`config.mk`:
```
export PLATFORM = sky130hd
export DESIGN_NAME = inst_fetch_unit
export DESIGN_NICKNAME = d
export VERILOG_FILES = /design/src/rtl/cpu_pkg.sv /design/src/rtl/next_pc_calc.sv /design/src/rtl/inst_fetch_unit.sv
export SDC_FILE = /design/constraint.sdc
export NUM_CORES = 1
export LEC_CHECK = 0
export ABC_AREA = 1
export BUFFER_PORTS_ARGS = -buffer_cell sky130_fd_sc_hd__clkbuf_2
export CELL_PAD_IN_SITES_DETAIL_PLACEMENT = 1
export CELL_PAD_IN_SITES_GLOBAL_PLACEMENT = 2
export CORE_MARGIN = 3
export CORE_UTILIZATION = 30
export CTS_CLUSTER_SIZE = 25
export DETAILED_ROUTE_END_ITERATION = 8
export PLACE_DENSITY = 0.82
export SLEW_MARGIN = 15
export SYNTH_ARGS = -nofsm -noshare
export SYNTH_HDL_FRONTEND = slang
export SYNTH_SLANG_ARGS = --single-unit
```
`constraint.sdc`:
```
create_clock -name CLK -period 5.3 [get_ports CLK]
set_input_delay 1.06 -clock CLK [delete_from_list [all_inputs] [get_ports CLK]]
set_output_delay 1.06 -clock CLK [all_outputs]
set_load 0.005 [all_outputs]
```
`src/rtl/cpu_pkg.sv`:
```
// rtl/cpu_pkg.sv - shared types and constants for the instruction fetch path
package cpu_pkg;

    typedef enum logic [2:0] {
        IDLE,
        FETCH,
        ISSUE,
        WAIT,
        UPDATE,
        HALT
    } fetch_state_t;

    localparam logic [2:0]  PCSEL_IMM        = 3'd0;
    localparam logic [2:0]  PCSEL_ALU        = 3'd1;
    localparam logic [31:0] INST_BYTES       = 32'd4;
    localparam logic [31:0] RESET_PC_DEFAULT = 32'h0000_0000;

endpackage

```
`src/rtl/next_pc_calc.sv`:
```
// rtl/next_pc_calc.sv - next program counter target selection and alignment flag
module next_pc_calc
    import cpu_pkg::*;
(
    input  logic [31:0] pc,
    input  logic        br_taken,
    input  logic [2:0]  pc_sel,
    input  logic [31:0] imm,
    input  logic [31:0] alu_result,
    output logic [31:0] target,
    output logic        misaligned
);

    always_comb begin
        target = pc + INST_BYTES;
        if (br_taken) begin
            case (pc_sel)
                PCSEL_IMM: target = pc + imm;
                PCSEL_ALU: target = alu_result & 32'hFFFF_FFFE;
                default:   target = pc + INST_BYTES;
            endcase
        end
        // Bit 0 is only ever set on the PC+IMM path; JALR clears it above.
        misaligned = target[1] | target[0];
    end

endmodule

```
`src/rtl/inst_fetch_unit.sv`:
```
// rtl/inst_fetch_unit.sv - program counter owner and instruction fetch sequencer
module inst_fetch_unit
    import cpu_pkg::*;
#(
    parameter logic [31:0] RESET_PC    = RESET_PC_DEFAULT,
    parameter int          ACK_TIMEOUT = 16
) (
    input  logic        CLK,
    input  logic        RST,
    output logic [31:0] MEM_ADDR,
    output logic        MEM_REQ,
    input  logic        MEM_ACK,
    input  logic [31:0] MEM_RDATA,
    output logic [31:0] MEM_INST,
    output logic        INST_ENB,
    input  logic        CU_DONE,
    input  logic        BR_TAKEN,
    input  logic [2:0]  PC_MUX_SELECT,
    input  logic [31:0] IMM,
    input  logic [31:0] ALU_RESULT,
    output logic [31:0] PC_ADDR,
    output logic [31:0] PC_PLUS4,
    output logic        FAULT
);

    localparam logic [7:0] ACK_LAST = 8'(ACK_TIMEOUT - 1);

    fetch_state_t state, state_n;

    logic [31:0] pc_q;
    logic [31:0] inst_q;
    logic        fault_q;
    logic [7:0]  ack_cnt;
    logic        cu_done_q;
    logic        br_q;
    logic [2:0]  sel_q;
    logic [31:0] imm_q;
    logic [31:0] alu_q;

    logic        cu_rise;
    logic        ld_inst;
    logic        ld_branch;
    logic        ld_pc;
    logic        set_fault;
    logic        cnt_inc;
    logic [31:0] target;
    logic        misaligned;

    assign cu_rise = CU_DONE & ~cu_done_q;

    next_pc_calc u_next_pc (
        .pc         (pc_q),
        .br_taken   (br_q),
        .pc_sel     (sel_q),
        .imm        (imm_q),
        .alu_result (alu_q),
        .target     (target),
        .misaligned (misaligned)
    );

    always_ff @(posedge CLK) begin
        if (RST) begin
            state <= IDLE;
        end else begin
            state <= state_n;
        end
    end

    always_comb begin
        state_n   = state;
        MEM_REQ   = 1'b0;
        INST_ENB  = 1'b0;
        ld_inst   = 1'b0;
        ld_branch = 1'b0;
        ld_pc     = 1'b0;
        set_fault = 1'b0;
        cnt_inc   = 1'b0;
        case (state)
            IDLE: state_n = FETCH;
            FETCH: begin
                MEM_REQ = 1'b1;
                // A response in the final allowed cycle still wins over the timeout.
                if (MEM_ACK) begin
                    ld_inst = 1'b1;
                    state_n = ISSUE;
                end else if (ack_cnt == ACK_LAST) begin
                    set_fault = 1'b1;
                    state_n   = HALT;
                end else begin
                    cnt_inc = 1'b1;
                end
            end
            ISSUE: begin
                INST_ENB = 1'b1;
                state_n  = WAIT;
            end
            WAIT: begin
                if (cu_rise) begin
                    ld_branch = 1'b1;
                    state_n   = UPDATE;
                end
            end
            UPDATE: begin
                if (misaligned) begin
                    set_fault = 1'b1;
                    state_n   = HALT;
                end else begin
                    ld_pc   = 1'b1;
                    state_n = FETCH;
                end
            end
            HALT:    state_n = HALT;
            default: state_n = IDLE;
        endcase
    end

    always_ff @(posedge CLK) begin
        if (RST) begin
            pc_q      <= RESET_PC;
            inst_q    <= '0;
            fault_q   <= 1'b0;
            ack_cnt   <= '0;
            cu_done_q <= CU_DONE;
            br_q      <= 1'b0;
            sel_q     <= '0;
            imm_q     <= '0;
            alu_q     <= '0;
        end else begin
            // The edge register follows CU_DONE in every state so stale levels never look like edges.
            cu_done_q <= CU_DONE;
            ack_cnt   <= cnt_inc ? ack_cnt + 8'd1 : 8'd0;
            if (ld_inst) begin
                inst_q <= MEM_RDATA;
            end
            if (ld_branch) begin
                br_q  <= BR_TAKEN;
                sel_q <= PC_MUX_SELECT;
                imm_q <= IMM;
                alu_q <= ALU_RESULT;
            end
            if (ld_pc) begin
                pc_q <= target;
            end
            if (set_fault) begin
                fault_q <= 1'b1;
            end
        end
    end

    assign PC_ADDR  = pc_q;
    assign MEM_ADDR = pc_q;
    assign PC_PLUS4 = pc_q + INST_BYTES;
    assign MEM_INST = inst_q;
    assign FAULT    = fault_q;

endmodule

```
==> insert_results.sql, run 1 <==
INSERT INTO impl_metrics (metric_group, metric, value, unit) VALUES
('run_status', 'outcome', 'completed', ''),
('synth', 'synthesis.nets', '1591', ''),
('synth', 'synth_top_flop_cell', 'sky130_fd_sc_hd__dfxtp_1', ''),
('drt', 'avgRoutedWirePerCell', '17.0', 'µm'),
('grt', 'grt_pass1_wl', '54.0', 'mm'),
('setup_path', 'crit_arrival', '2.71', 'ns'),
('grt', 'grt.total_usage', '20.8', '%'),
('finish', 'nets', '1766', ''),
('synth', 'synth.ff_latch_count', '144', ''),
('setup_path', 'crit_fanout', '7', ''),
('finish', 'most-common-layout-cells', 'sky130_fd_sc_hd__nand2_1, sky130_fd_sc_hd__nor2_1, sky130_fd_sc_hd__clkbuf_2', ''),
('sta', 'clock_skew', '0.0208', 'ns'),
('sta', 'hold_viol', '0', ''),
('finish', 'area_delta_synth_final', '20.3', '%'),
('setup_path', 'end_kind', 'output port', ''),
('synth', 'post_synth.cell_area_avg', '6.29', 'µm²'),
('finish', 'antenna_cells_inserted', '0', ''),
('synth', 'synthMuxAreaShare', '0', '%'),
('die', 'die_y', '181', 'µm'),
('placed_design', 'placedCellCount', '1999', ''),
('sta', 'relSlewSlack', '32.0', '%'),
('sta', 'maxSlewViolCount', '0', ''),
('setup_path', 'worstSetupPathType', 'reg -> out', ''),
('clocking', 'numCtsBuffers', '17', ''),
('flow_run', 'max-cap-violations', '0', ''),
('placed_design', 'buffer_ports.inserted', '233', ''),
('synth', 'post_synth_xor_area_fraction', '3.66', '%'),
('synth', 'combinational_family_with_the_most_area_after_synthesis', 'simple AND/OR/NAND/NOR gates', ''),
('synth', 'synthCells', '1453', ''),
('placed_design', 'detailed_place_hpwl', '27.0', 'mm'),
('setup_path', 'timing.critical_path.required', '4.24', 'ns'),
('drt', 'viasPerCell', '4.76', ''),
('hold_path', 'worst_hold_path_type', 'reg -> reg', ''),
('grt', 'vias_in_the_first_global_route', '9846', ''),
('finish', 'drive_gt1_share', '19.3', '%'),
('placed_design', 'gp_routability_congestion', '0.861', ''),
('finish', 'final_core_util', '36.9', '%'),
('clocking', 'cts.clk_slew.worst_paths', '0.07', 'ns'),
('synth', 'number_of_synthesized_flops_with_an_enable_pin', '0', ''),
('synth', 'synth-compound-area-share', '14.4', '%'),
('sta', 'fmax', '265', 'MHz'),
('grt', 'grt-ovfl-total', '0', ''),
('drt', 'detail_route.drc_violations', '0', ''),
('drt', 'iter_0_drt_violations', '361', ''),
('drt', 'vias', '9672', ''),
('die', 'initial_core_utilization', '30.7', '%'),
('grt', 'antenna_found_initial', '0', ''),
('clocking', 'cts.root.buffer_cell', 'sky130_fd_sc_hd__clkbuf_16', ''),
('clocking', 'cts_sinks', '144', ''),
('synth', 'simple_gate_share_of_the_synthesized_area', '32.7', '%'),
('die', 'die-area', '32600', 'µm²'),
('die', 'fp.dieW', '181', 'µm'),
('clocking', 'worstSkewPairLatency', '0.44', 'ns'),
('power_and_ir_drop', 'power.density', '259', 'nW/µm²'),
('die', 'rows', '63', ''),
('grt', 'grt_max_degree', '83', ''),
('drt', 'drt_pre_antenna_iters', '5', ''),
('synth', 'synth_warn', '0', ''),
('die', 'io_pins', '235', ''),
('finish', 'post_route_cell_area', '11000', 'µm²'),
('synth', 'netlist-cell-type-count', '41', ''),
('clocking', 'max-clock-path-buffers', '2', ''),
('power_and_ir_drop', 'cellLeakagePower', '5.66', 'nW'),
('clocking', 'cts_setup_buffers', '0', ''),
('finish', 'final_common_cell', 'sky130_fd_sc_hd__nand2_1', ''),
('sta', 'final.period_utilization', '71.2', '%'),
('die', 'core_area', '29800', 'µm²'),
('sta', 'finalSetupViolations', '0', ''),
('power_and_ir_drop', 'vdd_ir_drop_max', '0.193', 'mV'),
('sta', 'timing_worst_slew_pin_value', '1.02', 'ns'),
('setup_path', 'worst_setup_path_start_kind', 'flip-flop', ''),
('synth', 'synthArstFlopShare', '0', '%'),
('drt', 'ant_nets', '0', ''),
('sta', 'timing.setup.tns', '0', 'ns'),
('placed_design', 'placed_area', '10400', 'µm²'),
('synth', 'synth_fa_ha_area_share', '4.74', '%'),
('sta', 'rsz0062_at_grt', 'no', ''),
('synth', 'synthesis.area', '9140', 'µm²'),
('drt', 'totalWireLength', '34.5', 'mm'),
('clocking', 'cts-htree-levels', '4', ''),
('synth', 'synth-seq-area-share', '31.5', '%'),
('sta', 'finalCriticalPeriod', '3.77', 'ns'),
('clocking', 'cts_tree', 'done', ''),
('finish', 'finished_layout_cells', '2031', ''),
('clocking', 'cts-hold-fix-buffers', '0', ''),
('clocking', 'post_cts_resized', '0', '');
cells in the mapped netlist (5+ instances only):
cell	n	share of area, %
sky130_fd_sc_hd__nand2_1	350	14
sky130_fd_sc_hd__nor2_1	243	10
sky130_fd_sc_hd__inv_1	185	7.6
sky130_fd_sc_hd__dfxtp_1	144	32
sky130_fd_sc_hd__o21ai_0	141	7.7
sky130_fd_sc_hd__a21oi_1	90	4.9
sky130_fd_sc_hd__nand3_1	62	3.4
sky130_fd_sc_hd__clkbuf_1	36	1.5
sky130_fd_sc_hd__buf_4	34	2.8
sky130_fd_sc_hd__ha_1	33	4.5
sky130_fd_sc_hd__nor3_1	15	0.82
sky130_fd_sc_hd__xor2_1	14	1.3
sky130_fd_sc_hd__xnor2_1	13	1.2
sky130_fd_sc_hd__buf_2	11	0.60
sky130_fd_sc_hd__nand4_1	8	0.55
sky130_fd_sc_hd__or2_2	7	0.48
sky130_fd_sc_hd__nor2_4	6	0.74
sky130_fd_sc_hd__o211ai_1	6	0.49
sky130_fd_sc_hd__inv_2	5	0.21
sky130_fd_sc_hd__o21ai_1	5	0.27
logic make-up after synthesis:
| logic type | after synthesis |
|---|---|
| compound gates | 254 |
| xor+xnor | 33 |
| fa+ha+maj | 34 |
| buf+inv | 273 |
| flops | 144 |
| simple gates | 715 |
sequential cells by signal, indices dropped and copies added (netlist names):
name       cells
ack_cnt        8
alu_q         31
sel_q          3
MEM_INST      32
imm_q         32
br_q           1
state          3
FAULT          1
MEM_ADDR      32
cu_done_q      1
per-stage QoR:
stage / worst slack, ns / hold WS, ns / total power, W
3_3_place_gp: 1.91 / 0.428 / 0.00161
6_report: 1.53 / 0.450 / 0.00284
3_5_place_dp: 1.85 / 0.442 / 0.00162
2_1_floorplan: 2.69 / 0.418 / 0.00143
5_1_grt: 1.47 / 0.489 / 0.00298
4_1_cts: 1.57 / 0.454 / 0.00287
worst max-delay path, cell delays in order, from the launching register on:
cell and delay (ns):
sky130_fd_sc_hd__dfxtp_1 0.51, sky130_fd_sc_hd__ha_1 0.26, sky130_fd_sc_hd__nand2_2 0.10, sky130_fd_sc_hd__nor3_4 0.31
sky130_fd_sc_hd__nand4_2 0.20, sky130_fd_sc_hd__nor2_2 0.24, sky130_fd_sc_hd__xor2_1 0.44, sky130_fd_sc_hd__clkbuf_2 0.20
final timing paths:
check,from,to,slack [ns],cells past startpoint
min reg2reg,alu_q[18],alu_q[18],0.45,2
max,MEM_ADDR[2],PC_PLUS4[14],1.53,7
min,alu_q[18],alu_q[18],0.45,2
max reg2reg,MEM_ADDR[0],MEM_ADDR[31],1.89,13
per-layer routing:
metal  vias up  GRT usage, %  wire [µm]
li1       4898             -          -
met1      4536          26.6      15600
met4         0          4.54        556
met5         -             0          0
met3        33          5.29       2150
met2       205          35.5      16200
power by group:
part / internal [W] / total, W / switching, W
clock network: 0.000643 / 0.00125 / 0.000606
logic: 0.000156 / 0.000387 / 0.000230
registers: 0.00114 / 0.00121 / 0.0000705
total: 0.00193 / 0.00284 / 0.000907
final cells by class:
class                   count  area, µm²
inverters                 190        714
flip-flops and latches    144       2880
repair buffers            239       1210
multi-input cells        1036       5080
clock buffers              17        425
clock inverters            15        190
fillers                  3970      18800
well taps                 390        488
No activity file was read; power rests on OpenSTA's default activity.
==> run 2: changes to the inputs <==
Settings changed: CORE_UTILIZATION 30 to 25, PLACE_DENSITY 0.82 to 0.72.
Clock period 5.3 ns to 3.2 ns, I/O delays scaled along.
==> run 2 against run 1 <==
Against the previous run: non-clock buffer count is 23 higher; critical path depth increased by 2; wire length rose by 8.0%; via count about the same; die area grew 19%; clock power up 66%; sequential share of layout area is 0.66 points lower; flip-flop and latch count unchanged; global-route usage is 1.6 points lower; clock skew is 0.0025 ns lower; count of clock-buffer cells in the layout increased by 2; first-iteration DRC count shrank 11%; critical endpoint is now PC_PLUS4[20]; largest power group unchanged; highest routed layer is now met5.
==> insert_results.sql, run 2 (same netlist as run 1, synthesis figures left out) <==
INSERT INTO impl_metrics (metric_group, metric, value, unit) VALUES
('grt', 'grt.total_usage', '19.2', '%'),
('sta', 'finalCriticalPeriod', '3.03', 'ns'),
('drt', 'detail_route.drc_violations', '0', ''),
('clocking', 'worstSkewPairLatency', '0.44', 'ns'),
('setup_path', 'regToRegEndpoint', 'MEM_ADDR[20]', ''),
('clocking', 'cts.clk_slew.worst_paths', '0.07', 'ns'),
('clocking', 'cts_tree', 'done', ''),
('setup_path', 'worstSetupPathType', 'reg -> out', ''),
('setup_path', 'critPathMaxStageDelay', '0.38', 'ns'),
('setup_path', 'crit_start', 'MEM_ADDR[3]', ''),
('setup_path', 'worst_setup_path_start_kind', 'flip-flop', ''),
('grt', 'vias_in_the_first_global_route', '10200', ''),
('clocking', 'numCtsBuffers', '17', ''),
('setup_path', 'crit_fanout', '6', ''),
('power_and_ir_drop', 'vdd_ir_drop_max', '0.367', 'mV'),
('setup_path', 'worst_path_most_repeated_cell', 'sky130_fd_sc_hd__nand2_2', ''),
('drt', 'avgRoutedWirePerCell', '17.5', 'µm'),
('finish', 'nets', '1789', ''),
('drt', 'ant_nets', '0', ''),
('sta', 'fmax', '330', 'MHz'),
('sta', 'timing_worst_slew_pin_value', '1.04', 'ns'),
('finish', 'drive_gt1_share', '20.4', '%'),
('power_and_ir_drop', 'cellLeakagePower', '5.77', 'nW'),
('clocking', 'cts-htree-levels', '4', ''),
('grt', 'grt-ovfl-total', '0', ''),
('hold_path', 'worst_hold_path_type', 'in -> reg', ''),
('setup_path', 'path_cells', 'ha_1 > nand2_2 > nor3_4 > nand4_4 > inv_2 > nand2_2 > o21ai_2 > and2_1 > clkbuf_2', ''),
('hold_path', 'min_path_cells', '1', ''),
('sta', 'timing.setup.tns', '0', 'ns'),
('finish', 'most-common-layout-cells', 'sky130_fd_sc_hd__nand2_1, sky130_fd_sc_hd__nor2_1, sky130_fd_sc_hd__clkbuf_2', ''),
('placed_design', 'gp_routability_congestion', '0.878', ''),
('die', 'core_area', '35800', 'µm²'),
('die', 'fp.dieW', '197', 'µm'),
('placed_design', 'detailed_place_hpwl', '29.7', 'mm'),
('grt', 'grt_max_degree', '84', ''),
('die', 'initial_core_utilization', '25.5', '%'),
('clocking', 'cts-hold-fix-buffers', '0', ''),
('setup_path', 'timing.critical_path.required', '2.56', 'ns'),
('sta', 'hold_viol', '0', ''),
('sta', 'final.period_utilization', '94.7', '%'),
('setup_path', 'timing.critical_path.depth', '9', ''),
('die', 'rows', '69', ''),
('finish', 'antenna_cells_inserted', '0', ''),
('clocking', 'cts.root.buffer_cell', 'sky130_fd_sc_hd__clkbuf_16', ''),
('grt', 'antenna_found_initial', '2', ''),
('run_status', 'outcome', 'completed', ''),
('sta', 'finalSetupViolations', '0', ''),
('clocking', 'cts_sinks', '144', ''),
('setup_path', 'reg2reg_depth', '14', ''),
('setup_path', 'r2r_start', 'MEM_ADDR[0]', ''),
('die', 'die_y', '197', 'µm'),
('die', 'die-area', '38900', 'µm²'),
('power_and_ir_drop', 'power.density', '421', 'nW/µm²'),
('drt', 'drt_pre_antenna_iters', '5', ''),
('flow_run', 'max-cap-violations', '0', ''),
('setup_path', 'r2r_slack', '0.49', 'ns'),
('sta', 'clock_skew', '0.0183', 'ns'),
('finish', 'area_delta_synth_final', '23.4', '%'),
('sta', 'maxSlewViolCount', '0', ''),
('die', 'io_pins', '235', ''),
('drt', 'totalWireLength', '37.3', 'mm'),
('hold_path', 'worstHoldEndpoint', 'cu_done_q', ''),
('setup_path', 'cp_buf_inv_count', '2', ''),
('grt', 'grt_pass1_wl', '57.6', 'mm'),
('setup_path', 'critPathTopFamily', 'simple AND/OR/NAND/NOR gates', ''),
('drt', 'viasPerCell', '4.56', ''),
('setup_path', 'end_kind', 'output port', ''),
('finish', 'fillCellCount', '4641', ''),
('setup_path', 'crit_arrival', '2.39', 'ns'),
('drt', 'vias', '9681', ''),
('sta', 'relSlewSlack', '30.3', '%'),
('placed_design', 'buffer_ports.inserted', '233', ''),
('drt', 'iter_0_drt_violations', '320', ''),
('sta', 'rsz0062_at_grt', 'no', ''),
('hold_path', 'worst_hold_startpoint', 'CU_DONE', ''),
('setup_path', 'crit_path_top_delay_cell', 'sky130_fd_sc_hd__dfxtp_2', ''),
('finish', 'final_common_cell', 'sky130_fd_sc_hd__nand2_1', ''),
('clocking', 'max-clock-path-buffers', '2', ''),
('finish', 'final_core_util', '31.5', '%');
## run 2: cell types whose count changed in the layout (fill, tap and decap cells not counted), sizes merged
cell      change
clkbuf        +2
buf          +23
bufinv        +2
clkinv        -7
clkinvlp      +3
inv           -1
## run 2: layer usage
metal | share of wire (%) | vias up | track usage (%)
met5 | 0.072 | - | 0
met4 | 1.7 | 4 | 5.25
met3 | 5.5 | 31 | 5.03
met2 | 45 | 176 | 31.8
met1 | 48 | 4542 | 24.9
li1 | - | 4928 | -
## run 2: power breakdown
group	leakage [nW]	total, W	switching (W)	internal [W]
Sequential	1.17	0.00198	0.0000938	0.00188
Clock	0.277	0.00207	0.000882	0.00118
Combinational	4.33	0.000709	0.000428	0.000281
## run 2: worst max-delay path by stage
| stage | endpoint |
|---|---|
| floorplan | PC_PLUS4[20] |
| global placement | PC_PLUS4[14] |
| detailed placement | PC_PLUS4[14] |
| CTS | PC_PLUS4[14] |
| global route | PC_PLUS4[20] |
| finish | PC_PLUS4[20] |
## run 2: cell type report
class | count | area (µm²) | area share, %
multi-input cells | 1036 | 5100 | 45.2
flip-flops and latches | 144 | 2880 | 25.6
repair buffers | 262 | 1410 | 12.5
inverters | 190 | 714 | 6.34
well taps | 461 | 577 | 5.11
clock buffers | 19 | 443 | 3.93
clock inverters | 12 | 148 | 1.31
## run 2: timing repair
item                       in CTS  in global routing
setup endpoints to repair       1                  6
buffers inserted                0                  2
gates resized for setup         1                  4
pin swaps                       0                  1
## run 2: stage by stage
| stage | total power, W | setup slack (ns) | instance area, µm² | hold slack [ns] | cells |
|---|---|---|---|---|---|
| floorplan | 0.00237 | 1.01 | 9140 | 0.418 | 1453 |
| global placement | 0.00272 | 0.456 | 10600 | 0.431 | 2091 |
| detailed placement | 0.00273 | 0.406 | 10600 | 0.442 | 2091 |
| CTS | 0.00484 | 0.0176 | 11200 | 0.290 | 2122 |
| global route | 0.00500 | 0.0437 | 11300 | 0.298 | 2124 |
| finish | 0.00475 | 0.170 | 11300 | 0.316 | 2124 |
